### config.mk
export PLATFORM = sky130hd
export DESIGN_NAME = uart_tx_frame
export DESIGN_NICKNAME = d
export VERILOG_FILES = /design/src/rtl/uart_tx_frame.sv
export SDC_FILE = /design/constraint.sdc
export NUM_CORES = 1
export LEC_CHECK = 0
export CAP_MARGIN = 5
export CORE_ASPECT_RATIO = 0.75
export CORE_MARGIN = 4
export CORE_UTILIZATION = 50
export DETAILED_ROUTE_END_ITERATION = 10
export DONT_BUFFER_PORTS = 1
export GPL_ROUTABILITY_DRIVEN = 1
export GPL_TIMING_DRIVEN = 0
export PLACE_DENSITY = 0.68
export SETUP_SLACK_MARGIN = 0.15
export SYNTH_ARGS = -nofsm -noshare
export SYNTH_HDL_FRONTEND = slang
export SYNTH_SLANG_ARGS = --single-unit
### constraint.sdc
create_clock -name CLK -period 1.9 [get_ports CLK]
set_input_delay 0.19 -clock CLK [delete_from_list [all_inputs] [get_ports CLK]]
set_output_delay 0.19 -clock CLK [all_outputs]
set_load 0.05 [all_outputs]
### src/rtl/uart_tx_frame.sv
// uart_tx_frame: UART serial transmitter. It sends a start bit, DATA_WIDTH
// data bits (LSB first), an optional parity bit and a stop bit. Each bit is
// held for `prescale` CLK cycles, using the value latched when the word was
// accepted.
// Optional feature: define UART_TX_PARITY_EN to add the par_typ port and
// the PARITY state (0 = even, 1 = odd).
module uart_tx_frame #(
    parameter int DATA_WIDTH = 8
) (
    input  logic                  CLK,
    input  logic                  RST,
    input  logic [5:0]            prescale,
    input  logic [DATA_WIDTH-1:0] p_data,
    input  logic                  data_valid,
`ifdef UART_TX_PARITY_EN
    input  logic                  par_typ,
`endif
    output logic                  tx_out,
    output logic                  busy
);

    localparam int BIT_W = (DATA_WIDTH > 1) ? $clog2(DATA_WIDTH) : 1;
    localparam logic [BIT_W-1:0] LAST_BIT = BIT_W'(DATA_WIDTH - 1);

    typedef enum logic [2:0] {
        IDLE,
        START,
        DATA,
`ifdef UART_TX_PARITY_EN
        PARITY,
`endif
        STOP
    } state_t;

    state_t                state_q, state_d;
    logic [5:0]            edge_cnt_q, edge_cnt_d;
    logic [BIT_W-1:0]      bit_cnt_q, bit_cnt_d;
    logic [DATA_WIDTH-1:0] shift_q, shift_d;
    logic [5:0]            prescale_q, prescale_d;
    logic                  tx_out_q, tx_out_d;
    logic                  terminal;
`ifdef UART_TX_PARITY_EN
    logic                  parity_q, parity_d;
`endif

    // The current bit period ends on the last cycle of the latched prescale.
    assign terminal = (edge_cnt_q == (prescale_q - 6'd1));

    // Next-state logic: accept a word in IDLE, then step through the bit periods.
    always_comb begin
        state_d    = state_q;
        edge_cnt_d = edge_cnt_q;
        bit_cnt_d  = bit_cnt_q;
        shift_d    = shift_q;
        prescale_d = prescale_q;
`ifdef UART_TX_PARITY_EN
        parity_d   = parity_q;
`endif
        if (state_q != IDLE) begin
            edge_cnt_d = terminal ? 6'd0 : (edge_cnt_q + 6'd1);
        end
        case (state_q)
            IDLE: begin
                edge_cnt_d = '0;
                bit_cnt_d  = '0;
                if (data_valid) begin
                    shift_d    = p_data;
                    prescale_d = (prescale == 6'd0) ? 6'd1 : prescale;
`ifdef UART_TX_PARITY_EN
                    parity_d   = (^p_data) ^ par_typ;
`endif
                    state_d    = START;
                end
            end
            START: begin
                if (terminal) begin
                    state_d = DATA;
                end
            end
            DATA: begin
                if (terminal) begin
                    shift_d = shift_q >> 1;
                    if (bit_cnt_q == LAST_BIT) begin
                        bit_cnt_d = '0;
`ifdef UART_TX_PARITY_EN
                        state_d   = PARITY;
`else
                        state_d   = STOP;
`endif
                    end else begin
                        bit_cnt_d = bit_cnt_q + BIT_W'(1);
                    end
                end
            end
`ifdef UART_TX_PARITY_EN
            PARITY: begin
                if (terminal) begin
                    state_d = STOP;
                end
            end
`endif
            STOP: begin
                if (terminal) begin
                    state_d = IDLE;
                end
            end
            default: begin
                state_d = IDLE;
            end
        endcase
    end

    // The line level is chosen from the next state, so the pin is driven by a flop.
    always_comb begin
        tx_out_d = 1'b1;
        case (state_d)
            START:   tx_out_d = 1'b0;
            DATA:    tx_out_d = shift_d[0];
`ifdef UART_TX_PARITY_EN
            PARITY:  tx_out_d = parity_d;
`endif
            default: tx_out_d = 1'b1;
        endcase
    end

    // State and datapath registers. Reset aborts any frame and idles the line high.
    always_ff @(posedge CLK or negedge RST) begin
        if (!RST) begin
            state_q    <= IDLE;
            edge_cnt_q <= '0;
            bit_cnt_q  <= '0;
            shift_q    <= '0;
            prescale_q <= 6'd1;
            tx_out_q   <= 1'b1;
`ifdef UART_TX_PARITY_EN
            parity_q   <= 1'b0;
`endif
        end else begin
            state_q    <= state_d;
            edge_cnt_q <= edge_cnt_d;
            bit_cnt_q  <= bit_cnt_d;
            shift_q    <= shift_d;
            prescale_q <= prescale_d;
            tx_out_q   <= tx_out_d;
`ifdef UART_TX_PARITY_EN
            parity_q   <= parity_d;
`endif
        end
    end

    assign tx_out = tx_out_q;
    assign busy   = (state_q != IDLE);

endmodule
==> run metrics <==
RSZ-0062 raised after global routing=yes; outcome=finished with violations; CTS buffer count=3; Placed Area=approximately 1500 sq um; Die W=roughly 70 um; final hold vios=0; clock sink count=27; Reg-to-Reg Start=prescale_q[0]$_DFFE_PN1P_; n_diodes=0; residual DRC count=0; Port Buf Inserts=0; die height=about 54 um; Peak VDD IR=between 0.0004 and 0.0005 V; xor and xnor area share after synthesis=under 10%; simple-gate area share of the yosys netlist=a little under a fifth; worst stage delay on the critical path=approximately 0.55 ns; CTS tree=done; syn nets=around 160; R2R setup slack=-0.19 ns; pin count of the biggest net entering global routing=28; worst setup margin=-0.1901 ns; drt pass-1 iters=4; Seq. cell area=about 680 sq um; die area=between 3000 and 4000 sq um; cell count after synthesis=140; DRT Wirelength=around 2.9 mm; Hold Path Origin=p_data[7]; Root Buffer=clkbuf_8; CP top delay family=compound AO/OA/AOI/OAI gates; nets@finish=~170; most frequent cells in the layout=dfrtp_1 (25), nor2_1 (13), xnor2_1 (8), nand2_1 (8), and3_1 (7); Detail Route Antenna Nets=0; Hold Path Depth=2; multi-input logic area=~790 sq um; CP required=~2.1 ns; clock buffer depth=2; vias per cell=about 5.8; dpl ws=-0.2631 ns; Syn. warnings=0; crit share post-route=110.0%; Hold Path End=shift_q[7]$_DFFE_PN0P_; Crit. End Element=flop; CP Class=reg2reg; arrival time worst endpoint=2.25 ns; pwr/cell area=about 1000 nW/um^2; Cell Area, Synth=between 1000 and 1500 sq um; commonest non-fill, non-tap cell in the layout=dfrtp_1; global-route usage over all layers=between 10% and 20%; post-synthesis sequential area ratio=between 40% and 50%; first-pass GRT wire length=between 4 and 5 mm; Buf+Inv Stages, Crit Path=2; violated checks=negative setup slack; mux cell area share after synthesis=roughly 5.2%; min-delay worst type=in2reg; Post-DP HPWL=~2 mm; H-tree depth=1; synthesized flop and latch total=27; clk slew on worst S/H paths=0.09 ns; Core ar.=2683 sq um; Fmax achieved=approximately 480 MHz; io pins=19; Power Total=about 1.7 mW; fin. max-slew vios=0; ratio of cells with drive above 1 in the final layout=roughly a quarter; wire length per cell=~16 um; Worst Skew=around 0.0065 ns; remaining global-route overflow=0; Avg Synthesized Cell Area=roughly 10 sq um; CP Cell Sequence=inv_2 > ha_4 > nand2b_4 > a21oi_4 > o31ai_4 > and3_4 > and3_4 > buf_6 > a221o_1; crit path max-delay cell type=dfstp_2; fin crit period=~2.1 ns; Crit path top cell by count=and3_4; dominant combinational cell family by area after synthesis=simple AND/OR/NAND/NOR gates; vias in the first global route=about 1,000; worst skew pair latency=between 0.2 and 0.3 ns; Filler cells=230; Worst Path Max Fanout=7; Synth Area in Compound Gates=14.50%; core utilization of the finished layout=around three fifths; Pleak=~0.71 nW; post-synthesis adder-cell area fraction=between 3 and 4%; row count=16; Synth-to-Final Area Change=15.72%; max-cap violations=0; DRT iter0 DRCs=55; final setup fails=14; Synth cell types=37; initial antenna violation count=0; initial core utilization=53.40%; Via Count=between 1,000 and 1,500; reg2reg path depth=9; Final Cell Area=about 1700 sq um; routability cong.=around 0.83; startpoint types=flop; Worst R2R End=shift_q[1]$_DFFE_PN0P_
==> power by group <==
group / internal, mW / total [mW] / switching [mW]
clock network: 0.147 / 0.324 / 0.177
registers: 0.685 / 0.815 / 0.130
logic: 0.269 / 0.525 / 0.256
==> timing repair <==
action / 4_1_cts / 5_1_grt
hold buffers: 2 / 0
gates cloned: 0 / 0
gates resized for setup: 7 / 6
pin swaps: 2 / 2
setup buffers: 1 / 1
hold endpoints to repair: 27 / 0
setup endpoints to repair: 26 / 25
==> cell families after synthesis <==
logic type | after synthesis
xor gates and xnor gates | 11
buffers and inverters | 11
DFF | 27
adders and majority gates | 4
and+or+nand+nor | 50
muxes | 7
AOI/OAI and AO/OA | 29
other | 1
==> worst max path at each step <==
stage	from	end	slack (ns)	depth (start not counted)
2_1_floorplan	prescale_q[0]$_DFFE_PN1P_	shift_q[1]$_DFFE_PN0P_	-0.10	9
3_3_place_gp	state_q[0]$_DFF_PN0_	edge_cnt_q[4]$_DFF_PN0_	-0.21	6
3_5_place_dp	state_q[0]$_DFF_PN0_	edge_cnt_q[3]$_DFF_PN0_	-0.26	6
4_1_cts	prescale_q[0]$_DFFE_PN1P_	shift_q[1]$_DFFE_PN0P_	-0.18	9
5_1_grt	prescale_q[0]$_DFFE_PN1P_	shift_q[1]$_DFFE_PN0P_	-0.27	8
6_report	prescale_q[0]$_DFFE_PN1P_	shift_q[1]$_DFFE_PN0P_	-0.19	9
==> cells in the mapped netlist <==
cell type   n  area, sq um
clkbuf_1    2        7.510
nand2b_1    4        25.02
nand2_1     8        30.03
a221o_1     6        60.06
conb_1      1        3.750
and2_1      2        12.51
a21o_1      1        7.510
and3_4      2        22.52
nor3_2      2        20.02
buf_4       1        7.510
inv_1       5        18.77
xnor2_1     8        70.07
dfstp_2     2        52.55
and3_1      7        43.79
o22ai_1     1        6.260
xor2_1      3        26.28
a31oi_1     1        6.260
or4_1       1        7.510
nand4_1     2        12.51
ha_1        4        50.05
o211a_1     1        10.01
o31ai_1     1        7.510
or2_2       1        6.260
a31oi_2     1        12.51
clkbuf_2    1        5.000
a221oi_2    1        15.01
nor3_1      2        10.01
a211oi_1    1        7.510
dfrtp_1    25        625.6
nor2_1     15        56.30
o21ai_0     9        45.04
a21oi_1     6        30.03
buf_6       1        11.26
nand3_1     4        20.02
buf_2       1        5.000
mux2_2      4        45.04
mux2i_1     3        30.03
==> stage by stage <==
| step | hold WS, ns | setup TNS [ns] | instances |
|---|---|---|---|
| floorplan | -0.1056 | -0.8771 | 140 |
| global placement | -0.1049 | -3.416 | 176 |
| detailed placement | -0.1048 | -4.325 | 176 |
| CTS | 0.04876 | -1.820 | 182 |
| global route | 0.04480 | -3.469 | 183 |
| finish | 0.04743 | -2.058 | 183 |
==> metal layers <==
| layer | routed length (um) | GRT usage [%] | up-vias |
|---|---|---|---|
| met2 | 1377 | 26.49 | 19 |
| met5 | 0 | 0 | - |
| met3 | 127 | 5.688 | 0 |
| li1 | - | - | 515 |
| met4 | 0 | 4.459 | 0 |
| met1 | 1373 | 20.99 | 525 |
==> cell type report <==
| class | count | share of cell area [%] |
|---|---|---|
| buffer | 5 | 2.340 |
| sequential | 27 | 40.91 |
| clock inverter | 1 | 0.3019 |
| multi-input combinational | 102 | 47.40 |
| inverter | 5 | 1.132 |
| clock buffer | 3 | 2.491 |
| tap | 36 | 2.717 |
| timing repair buffer | 4 | 2.717 |
==> flip-flops by register name, indices dropped and copies added, names as in the netlist <==
name        cells
state_q         3
edge_cnt_q      6
prescale_q      6
tx_out          1
bit_cnt_q       3
shift_q         8
(Power assumes the default switching activity.)
